--- config.mk ---
export PLATFORM = sky130hd
export DESIGN_NAME = ofs_plat_prim_burstcount0_write_response_merger
export DESIGN_NICKNAME = d
export VERILOG_FILES = /design/src/rtl/ofs_plat_prim_burst_resp_pkg.sv /design/src/rtl/ofs_plat_prim_burst_split_record_fifo.sv /design/src/rtl/ofs_plat_prim_burstcount0_write_response_merger.sv
export SDC_FILE = /design/constraint.sdc
export NUM_CORES = 1
export LEC_CHECK = 0
export BUFFER_PORTS_ARGS = -buffer_cell sky130_fd_sc_hd__buf_2
export CAP_MARGIN = 20
export CORE_UTILIZATION = 52
export DETAILED_ROUTE_END_ITERATION = 6
export GPL_ROUTABILITY_DRIVEN = 0
export PLACE_DENSITY = 0.67
export SKIP_CTS_REPAIR_TIMING = 1
export SYNTH_ARGS = -nofsm -noshare
export SYNTH_HDL_FRONTEND = slang
export SYNTH_HIERARCHICAL = 1
export SYNTH_SLANG_ARGS = --single-unit
--- constraint.sdc ---
create_clock -name clk -period 5.41 [get_ports clk]
set_input_delay 1.082 -clock clk [delete_from_list [all_inputs] [get_ports clk]]
set_output_delay 1.082 -clock clk [all_outputs]
set_load 0.01 [all_outputs]
--- src/rtl/ofs_plat_prim_burst_resp_pkg.sv ---
// Shared types and helpers for merging AXI write responses when one source
// write has been split into several sink bursts.
//
// t_axi_resp   : AXI BRESP encoding.
// t_resp_accum : running merge state (worst error seen, all-EXOKAY flag).
// resp_accum_init / resp_accum_update / resp_accum_final : merge helpers.
package ofs_plat_prim_burst_resp_pkg;

    typedef enum logic [1:0] {
        RESP_OKAY   = 2'd0,
        RESP_EXOKAY = 2'd1,
        RESP_SLVERR = 2'd2,
        RESP_DECERR = 2'd3
    } t_axi_resp;

    typedef struct packed {
        t_axi_resp worst;
        logic      all_exokay;
    } t_resp_accum;

    function automatic t_resp_accum resp_accum_init();
        t_resp_accum a;
        a.worst      = RESP_OKAY;
        a.all_exokay = 1'b1;
        return a;
    endfunction

    // DECERR dominates SLVERR; OKAY/EXOKAY never raise the worst code, they
    // only affect whether the group stays exclusive.
    function automatic t_resp_accum resp_accum_update(t_resp_accum a, t_axi_resp code);
        t_resp_accum n;
        n = a;
        if (code == RESP_DECERR) begin
            n.worst = RESP_DECERR;
        end else if ((code == RESP_SLVERR) && (a.worst != RESP_DECERR)) begin
            n.worst = RESP_SLVERR;
        end
        n.all_exokay = a.all_exokay && (code == RESP_EXOKAY);
        return n;
    endfunction

    function automatic t_axi_resp resp_accum_final(t_resp_accum a);
        t_axi_resp r;
        if ((a.worst == RESP_DECERR) || (a.worst == RESP_SLVERR)) begin
            r = a.worst;
        end else if (a.all_exokay) begin
            r = RESP_EXOKAY;
        end else begin
            r = RESP_OKAY;
        end
        return r;
    endfunction

endpackage

--- src/rtl/ofs_plat_prim_burst_split_record_fifo.sv ---
// Synchronous FIFO of split records (sink burst count minus one per source
// write). A pushed entry reaches the head one cycle later; there is no
// same-cycle bypass.
//
// clk, reset : clock, synchronous active-high reset
// enq_en     : push request (ignored while full)
// enq_data   : record to push
// not_full   : space available (low during the first cycle after reset)
// not_empty  : head entry valid
// head       : head record
// deq_en     : pop head
module ofs_plat_prim_burst_split_record_fifo
    import ofs_plat_prim_burst_resp_pkg::*;
#(
    parameter int unsigned DATA_WIDTH = 4,
    parameter int unsigned DEPTH      = 32
)(
    input  logic                  clk,
    input  logic                  reset,
    input  logic                  enq_en,
    input  logic [DATA_WIDTH-1:0] enq_data,
    output logic                  not_full,
    output logic                  not_empty,
    output logic [DATA_WIDTH-1:0] head,
    input  logic                  deq_en
);

    localparam int unsigned PTR_W = (DEPTH > 1) ? $clog2(DEPTH) : 1;
    localparam logic [PTR_W:0] FULL_COUNT = (PTR_W + 1)'(DEPTH);

    logic [DATA_WIDTH-1:0] mem_q [DEPTH];
    logic [PTR_W-1:0]      wr_ptr_q, wr_ptr_d;
    logic [PTR_W-1:0]      rd_ptr_q, rd_ptr_d;
    logic [PTR_W:0]        count_q, count_d;
    logic                  init_done_q, init_done_d;
    logic                  push, pop;

    // Held low for the reset cycle so rec_ready only rises once out of reset.
    assign not_full  = init_done_q && (count_q != FULL_COUNT);
    assign not_empty = (count_q != '0);
    assign head      = mem_q[rd_ptr_q];

    assign push = enq_en && not_full;
    assign pop  = deq_en && not_empty;

    always_comb begin
        init_done_d = 1'b1;
        wr_ptr_d    = wr_ptr_q;
        rd_ptr_d    = rd_ptr_q;
        count_d     = count_q;
        // Pointers wrap naturally because DEPTH is a power of two.
        if (push) wr_ptr_d = wr_ptr_q + 1'b1;
        if (pop)  rd_ptr_d = rd_ptr_q + 1'b1;
        if (push && !pop) begin
            count_d = count_q + 1'b1;
        end else if (pop && !push) begin
            count_d = count_q - 1'b1;
        end
    end

    always_ff @(posedge clk) begin
        if (reset) begin
            init_done_q <= 1'b0;
            wr_ptr_q    <= '0;
            rd_ptr_q    <= '0;
            count_q     <= '0;
        end else begin
            init_done_q <= init_done_d;
            wr_ptr_q    <= wr_ptr_d;
            rd_ptr_q    <= rd_ptr_d;
            count_q     <= count_d;
        end
    end

    always_ff @(posedge clk) begin
        if (push) begin
            mem_q[wr_ptr_q] <= enq_data;
        end
    end

    a_no_push_when_full: assert property (@(posedge clk) disable iff (reset)
        !(enq_en && init_done_q && (count_q == FULL_COUNT)));

endmodule

--- src/rtl/ofs_plat_prim_burstcount0_write_response_merger.sv ---
// Collapses the N sink write responses of a split source write into one
// source write response. Split records arrive in source order from the
// gearbox; each record says how many sink responses (minus one) belong to
// the next source response. Codes are merged worst-first; metadata comes
// from the final sink response of the group.
//
// clk, reset     : clock, synchronous active-high reset
// rec_*          : split record push (valid/ready, num_splits)
// s_resp_*       : sink B channel (valid/ready, code, meta)
// m_resp_*       : merged source B channel, registered (valid/ready, code, meta)
module ofs_plat_prim_burstcount0_write_response_merger
    import ofs_plat_prim_burst_resp_pkg::*;
#(
    parameter int unsigned NUM_SPLITS_WIDTH = 4,
    parameter int unsigned TRACKER_DEPTH    = 32,
    parameter int unsigned META_WIDTH       = 8
)(
    input  logic                        clk,
    input  logic                        reset,

    input  logic                        rec_valid,
    output logic                        rec_ready,
    input  logic [NUM_SPLITS_WIDTH-1:0] rec_num_splits,

    input  logic                        s_resp_valid,
    output logic                        s_resp_ready,
    input  logic [1:0]                  s_resp_code,
    input  logic [META_WIDTH-1:0]       s_resp_meta,

    output logic                        m_resp_valid,
    input  logic                        m_resp_ready,
    output logic [1:0]                  m_resp_code,
    output logic [META_WIDTH-1:0]       m_resp_meta
);

    logic                        head_valid;
    logic [NUM_SPLITS_WIDTH-1:0] head_num_splits;
    logic                        deq;
    logic                        out_free;
    logic                        accept;
    logic                        last_beat;

    logic [NUM_SPLITS_WIDTH-1:0] cnt_q, cnt_d;
    t_resp_accum                 acc_q, acc_d;
    t_resp_accum                 acc_next;
    logic                        m_valid_q, m_valid_d;
    t_axi_resp                   m_code_q, m_code_d;
    logic [META_WIDTH-1:0]       m_meta_q, m_meta_d;

    ofs_plat_prim_burst_split_record_fifo #(
        .DATA_WIDTH (NUM_SPLITS_WIDTH),
        .DEPTH      (TRACKER_DEPTH)
    ) record_fifo (
        .clk       (clk),
        .reset     (reset),
        .enq_en    (rec_valid),
        .enq_data  (rec_num_splits),
        .not_full  (rec_ready),
        .not_empty (head_valid),
        .head      (head_num_splits),
        .deq_en    (deq)
    );

    // The output register can take a new load if it is empty or being
    // drained this cycle, which keeps 1:1 groups at one response per cycle.
    assign out_free     = !m_valid_q || m_resp_ready;
    assign s_resp_ready = head_valid && out_free;
    assign accept       = s_resp_valid && s_resp_ready;
    assign last_beat    = (cnt_q == head_num_splits);
    assign deq          = accept && last_beat;
    assign acc_next     = resp_accum_update(acc_q, t_axi_resp'(s_resp_code));

    always_comb begin
        cnt_d     = cnt_q;
        acc_d     = acc_q;
        m_valid_d = m_valid_q;
        m_code_d  = m_code_q;
        m_meta_d  = m_meta_q;

        if (m_valid_q && m_resp_ready) begin
            m_valid_d = 1'b0;
        end

        if (accept) begin
            if (last_beat) begin
                cnt_d     = '0;
                acc_d     = resp_accum_init();
                m_valid_d = 1'b1;
                m_code_d  = resp_accum_final(acc_next);
                m_meta_d  = s_resp_meta;
            end else begin
                cnt_d = cnt_q + 1'b1;
                acc_d = acc_next;
            end
        end
    end

    always_ff @(posedge clk) begin
        if (reset) begin
            cnt_q     <= '0;
            acc_q     <= resp_accum_init();
            m_valid_q <= 1'b0;
            m_code_q  <= RESP_OKAY;
            m_meta_q  <= '0;
        end else begin
            cnt_q     <= cnt_d;
            acc_q     <= acc_d;
            m_valid_q <= m_valid_d;
            m_code_q  <= m_code_d;
            m_meta_q  <= m_meta_d;
        end
    end

    assign m_resp_valid = m_valid_q;
    assign m_resp_code  = m_code_q;
    assign m_resp_meta  = m_meta_q;

    a_valids_known: assert property (@(posedge clk) disable iff (reset)
        !$isunknown({rec_valid, s_resp_valid, m_resp_ready, m_valid_q}));

    a_out_stable: assert property (@(posedge clk) disable iff (reset)
        (m_valid_q && !m_resp_ready) |=>
            (m_valid_q && $stable(m_code_q) && $stable(m_meta_q)));

endmodule

==> flow_summary.toml, run 1 <==
[global_route]
grt-ovfl-total = 0
grt_first_pass_wirelength_um = 22000
global_route.usage.met1_pct = 30.1
grt_most_used_layer = "met2"
grt_usage_pct = 21.3
use_met2_pct = 32.4
grt_pass1_vias = 3977
antenna_found_initial = 0
grt_max_degree = 40
grt_use_met3_pct = 6.03

[sta]
clock.fmax_ghz = 0.214
setup_ws_ps = 737
slew_at_the_pin_closest_to_its_max_slew_limit_ps = 711
period_minus_slack_ps = 4670
fin_skew_ps = 9.18
final_min_period_over_clock_period_pct = 86.4
finalMaxSlewViolations = 0
grt_setup_unrepaired = "false"
report.final.hold_viol_count = 0
final.setup.tns_ps = 0
worst_slew_margin_rel_pct = 52.6
final_setup_violation_count = 0

[finish]
num-fill-cells = 1059
fin_nets = 562
diodes = 0
drive_gt1_share_pct = 16.0
syn2layout_area_growth_pct = 11.5
finalInstanceArea_um2 = 7850

[logic_synthesis]
syn_avg_cell_area_um2 = 14.0
synth_async_sr_flop_share_pct = 0
post_synth_instance_area_um2 = 7040
ys_ff_latch = 168
dominantRegCellSynth = "edfxtp_1"
synth_largest_type_area_fraction_pct = 54.6
synth_enable_flop_cells = 128
synth.top_cells.by_area = "edfxtp_1 55%, dfxtp_1 11%, mux4_2 5.1%"
yosysTopAreaCell = "edfxtp_1"
synth_sequential_area_ratio_pct = 66.0
yosys_warnings = 6
synthCells = 503
netlist-cell-type-count = 59
postSynthNetCount = 535

[run]
drv_cap = 0

[floorplan]
design.portCount = 32
initial_core_util_pct = 53.2
design.die.area_um2 = 14000
die_y_um = 118
standard_cell_row_count = 42
coreArea_um2 = 13200
floorplan.die.width_um = 118

[power]
worst_ir_drop_vdd_v = 0.000306
switching_share_pct = 24.0
switchingPower_uw = 674
power_per_unit_of_standard_cell_area_nw_per_um2 = 358
sequential_fraction_of_design_power_pct = 51.6
power.internal_mw = 2.13
power_leakage_nw = 2.56
share_comb_of_total_power_pct = 9.2
share_clk_of_total_power_pct = 39.2

[worst_setup_path]
crit_type = "register to register"
timing.critical_path.required_ps = 5770
setup.worst_path.end_class = "register"
timing.critical_path.from_type = "register"
crit_fanout = 13
cp_data_arrival_time_ps = 5030

[routing]
via_per_inst = 5.79
drt-wirelength-per-cell_um = 19.4
antenna_violating_nets_post_route = 0
detail_route.first_pass.iterations = 7
drt-initial-drc-count = 413
route.final.wire_length_um = 13900
detail_route.drc_violations = 0
num_vias = 4162

[placement]
post-place-ws_ps = 396
dp_hpwl_um = 9270
port-buffer-count = 31
dpl-instance-area_um2 = 7310

[hold_path]
timing.hold.worst.class = "register to register"
holdCritStartpoint = "m_resp_meta[4]$_SDFFE_PP0P_"

[clocking]
insertion_delay_ps = 420
cts-htree-levels = 4
clock-root-buffer = "clkbuf_16"
cts_num_sinks = 168
cts_tree = "yes"
clkSlewWorstSetupHoldPaths_ps = 70
clock_tree.buffer_depth = 2
cts_inserted_buffers = 17

[run_status]
run_status = "finished clean"
flip-flops by register name, summed over array words and instances (netlist names), named ones only:
name / flops
record_fifo/wr_ptr_q: 5
cnt_q: 4
m_resp_valid: 1
m_resp_meta: 8
record_fifo/rd_ptr_q: 5
record_fifo/mem_q: 128
acc_q: 3
m_resp_code: 2
record_fifo/count_q: 6
record_fifo/init_done_q: 1
Yosys cell counts, drive strengths merged (4+ instances only):
cell type	number
a21oi	27
a221oi	4
a22o	5
a22oi	8
and2	4
buf	15
clkbuf	10
dfxtp	40
edfxtp	128
ha	12
inv	12
mux2i	34
mux4	16
nand2	22
nand3	32
nor2	50
nor2b	4
nor3	5
nor4	4
o21a	4
o21ai	11
or3	5
xnor2	6
xor2	5
stage by stage:
step	power (mW)	cells	utilization, %	hold WS [ps]
3_5_place_dp	1.73	687	55.2	461
5_1_grt	2.91	719	59.3	489
6_report	2.81	719	59.3	470
4_1_cts	2.83	719	59.3	473
3_3_place_gp	1.72	687	55.2	455
2_1_floorplan	1.67	503	-	436
power groups by stage:
stage	clock network, mW	logic, mW	registers [mW]
5_1_grt	1.17	0.291	1.45
6_report	1.10	0.258	1.45
3_5_place_dp	0	0.256	1.48
2_1_floorplan	0	0.209	1.46
3_3_place_gp	0	0.248	1.48
4_1_cts	1.12	0.260	1.45
final cells by class:
| type | instances | area (um2) | area share (%) |
|---|---|---|---|
| sequential | 168 | 4650 | 59.2 |
| multi-input combinational | 298 | 2230 | 28.4 |
| timing repair buffer | 33 | 170 | 2.17 |
| clock inverter | 14 | 108 | 1.37 |
| inverter | 12 | 45.0 | 0.574 |
| clock buffer | 18 | 429 | 5.47 |
| tap | 176 | 220 | 2.81 |
cell usage in the layout, fill, tap and decap left out, types with 3 or more instances in the layout:
master | Yosys | routed
ha_1 | 12 | 12
o21ai_0 | 11 | 11
buf_2 | 10 | 31
xor2_1 | 5 | 5
nor2_1 | 50 | 50
nand3_1 | 32 | 32
a221oi_1 | 4 | 4
clkinv_1 | 0 | 3
o21a_1 | 4 | 4
nand2_1 | 22 | 22
xnor2_1 | 6 | 6
edfxtp_1 | 128 | 128
a21oi_1 | 27 | 27
mux4_2 | 16 | 16
dfxtp_1 | 40 | 38
nand2b_1 | 3 | 3
clkinv_2 | 0 | 4
a22oi_1 | 8 | 8
inv_1 | 12 | 12
mux2i_1 | 34 | 34
and2_1 | 4 | 4
a22o_1 | 5 | 5
or3_1 | 4 | 4
nor4_1 | 4 | 4
nor2b_1 | 4 | 4
clkbuf_16 | 0 | 17
nor3_1 | 5 | 5
cell families (layout without fill, tap and decap cells):
group	count (synthesis)	count (layout)	synth area share, %
compound gates	78	78	7.73
xor+xnor	11	11	1.37
fa+ha+maj	13	13	2.42
buf+inv	37	77	2.36
flops	168	168	66.0
mux	51	51	10.1
simple gates	145	145	10.1
worst paths after layout:
kind              cells past startpoint                             endpoint  slack (ps)
hold reg to reg                       2          m_resp_meta[4]$_SDFFE_PP0P_         470
setup / recovery                     16  record_fifo/count_q[5]$_SDFFE_PP0P_         740
setup reg to reg                     16  record_fifo/count_q[5]$_SDFFE_PP0P_         740
hold / removal                        2          m_resp_meta[4]$_SDFFE_PP0P_         470
critical path, stage by stage, from the launching register on:
cell and delay [ps]:
dfxtp_2 610, buf_4 260, mux4_2 510, a221oi_1 380, nand3_1 140, xnor2_1 210, and4_4 350, nand2_1 100
inv_1 220, o31ai_4 140, ha_1 270, inv_1 220, ha_1 290, and3_2 230, a2111oi_0 430, o22ai_1 170
nand3_1 80
layer usage:
| layer | vias up | wire length [um] |
|---|---|---|
| met5 | - | 0 |
| met4 | 0 | 142 |
| met3 | 12 | 564 |
| met2 | 106 | 6740 |
| met1 | 2068 | 6480 |
| li1 | 1976 | - |
Note: power is estimated with default switching activity, not from simulation.
==> run 2, diff against run 1 <==
MAX_ROUTING_LAYER = met4   (was default)
==> flow_summary.toml, run 2 (synthesis results as in run 1) <==
[power]
share_clk_of_total_power_pct = 39.1
worst_ir_drop_vdd_v = 0.000310
power_leakage_nw = 2.56
switching_share_pct = 23.9
switchingPower_uw = 672
sequential_fraction_of_design_power_pct = 51.6
share_comb_of_total_power_pct = 9.2
power.internal_mw = 2.13
power_per_unit_of_standard_cell_area_nw_per_um2 = 358

[worst_setup_path]
worst-r2r-setup-slack_ps = 680
cp_data_arrival_time_ps = 5080
timing.critical_path.slowest_cell_delay_ps = 610
crit_fanout = 13
crit_path_cell_trace = "buf_4, mux4_2, a221oi_1, nand3_1, xnor2_1, and4_4, nand2_1, inv_1, o31ai_4, ha_1, inv_1, ha_1, and3_2, a2111oi_0, o22ai_1, nand3_1"
timing.critical_path.slowest_stage_cell = "dfxtp_2"
timing.critical_path.from_type = "register"
timing.critical_path.required_ps = 5760
crit_type = "register to register"
ff2ff_path_depth = 16
timing.rr.end = "record_fifo/count_q[5]$_SDFFE_PP0P_"
setup.worst_path.end_class = "register"

[sta]
grt_setup_unrepaired = "false"
finalMaxSlewViolations = 0
finalHoldWorstSlack_ps = 471
slew_at_the_pin_closest_to_its_max_slew_limit_ps = 723
period_minus_slack_ps = 4730
worst_slew_margin_rel_pct = 51.8
final_min_period_over_clock_period_pct = 87.4
fin_skew_ps = 8.76
final.setup.tns_ps = 0
report.final.hold_viol_count = 0
final_setup_violation_count = 0
clock.fmax_ghz = 0.212

[finish]
fin_nets = 562
mostFrequentLayoutCells = "128 x edfxtp_1, 50 x nor2_1, 38 x dfxtp_1"
layout.cells.most_common = "edfxtp_1"
drive_gt1_share_pct = 16.0
syn2layout_area_growth_pct = 11.5
largest_register_ffs = 128
largest_register = "record_fifo/mem_q"
diodes = 0

[routing]
via_per_inst = 5.82
antenna_violating_nets_post_route = 0
route.final.wire_length_um = 14000
detail_route.drc_violations = 0
drt-initial-drc-count = 397
drt-wirelength-per-cell_um = 19.4
detail_route.first_pass.iterations = 4
num_vias = 4184

[floorplan]
initial_core_util_pct = 53.2
floorplan.die.width_um = 118
coreArea_um2 = 13200
design.portCount = 32
standard_cell_row_count = 42
die_y_um = 118
design.die.area_um2 = 14000

[clocking]
insertion_delay_ps = 420
clkSlewWorstSetupHoldPaths_ps = 60
cts_tree = "yes"
cts_num_sinks = 168
clock-root-buffer = "clkbuf_16"
cts-htree-levels = 4
cts_inserted_buffers = 17
clock_tree.buffer_depth = 2

[global_route]
antenna_found_initial = 0
grt-ovfl-total = 0
grt_pass1_vias = 3961
grt_max_degree = 40
grt_first_pass_wirelength_um = 22000
grt_usage_pct = 21.9

[hold_path]
worstHoldPathCells = 2
holdCritStartpoint = "m_resp_meta[4]$_SDFFE_PP0P_"
timing.hold.worst.class = "register to register"
worstHoldEndpoint = "m_resp_meta[4]$_SDFFE_PP0P_"

[placement]
dp_hpwl_um = 9270
port-buffer-count = 31

[run_status]
run_status = "finished clean"

[run]
drv_cap = 0
-- run 2: cell counts in the layout (fill, tap and decap cells not counted) --
No cell type changed its count.
-- run 2: critical path, delay by kind of cell, from the launching register on --
family                   cells  cell delay (ps)
AO/OA/AOI/OAI                4             1150
XOR/XNOR                     1              210
adder cells (fa/ha/maj)      2              560
buffers and inverters        3              710
flip-flops                   1              610
multiplexers                 1              510
AND/OR/NAND/NOR              5              910
-- run 2: layout make-up --
cell class	count	area [um2]
clock buffer	18	429
clock inverter	14	108
fill	1059	5390
inverter	12	45.0
multi-input combinational	298	2230
sequential	168	4650
tap	176	220
timing repair buffer	33	170
-- run 2: worst max-delay path by stage --
stage                     cells after the start                                   to  slack [ps]  startpoint
after detailed placement                     16  record_fifo/count_q[5]$_SDFFE_PP0P_         400    register
after global routing                         16  record_fifo/count_q[5]$_SDFFE_PP0P_         280    register
after CTS                                    16  record_fifo/count_q[5]$_SDFFE_PP0P_         330    register
final                                        16  record_fifo/count_q[5]$_SDFFE_PP0P_         680    register
after floorplan                              17  record_fifo/count_q[5]$_SDFFE_PP0P_        1390    register
after global placement                       16  record_fifo/count_q[5]$_SDFFE_PP0P_         620    register
-- run 2: power groups by stage --
stage | logic, mW | clock network [mW] | registers [mW]
detailed placement | 0.256 | 0 | 1.48
global placement | 0.248 | 0 | 1.48
global route | 0.291 | 1.17 | 1.45
CTS | 0.260 | 1.12 | 1.45
finish | 0.259 | 1.10 | 1.45
floorplan | 0.209 | 0 | 1.46
-- run 2: layer usage --
layer	vias up	part of all wire [%]	global-route usage, %
li1	1980	-	-
met1	2085	46	30.2
met2	110	49	32.2
met3	9	4.3	6.03
met4	0	0.82	6.09
met5	-	0	-
-- run 2: metrics by stage --
step / utilization [%] / cells / instance area [um2] / total power, mW / setup WS (ps)
5_1_grt: 59.3 / 719 / 7850 / 2.92 / 280
3_3_place_gp: 55.2 / 687 / 7310 / 1.72 / 623
4_1_cts: 59.3 / 719 / 7850 / 2.83 / 327
6_report: 59.3 / 719 / 7850 / 2.81 / 682
3_5_place_dp: 55.2 / 687 / 7310 / 1.73 / 396
2_1_floorplan: - / 503 / 7040 / 1.67 / 1390
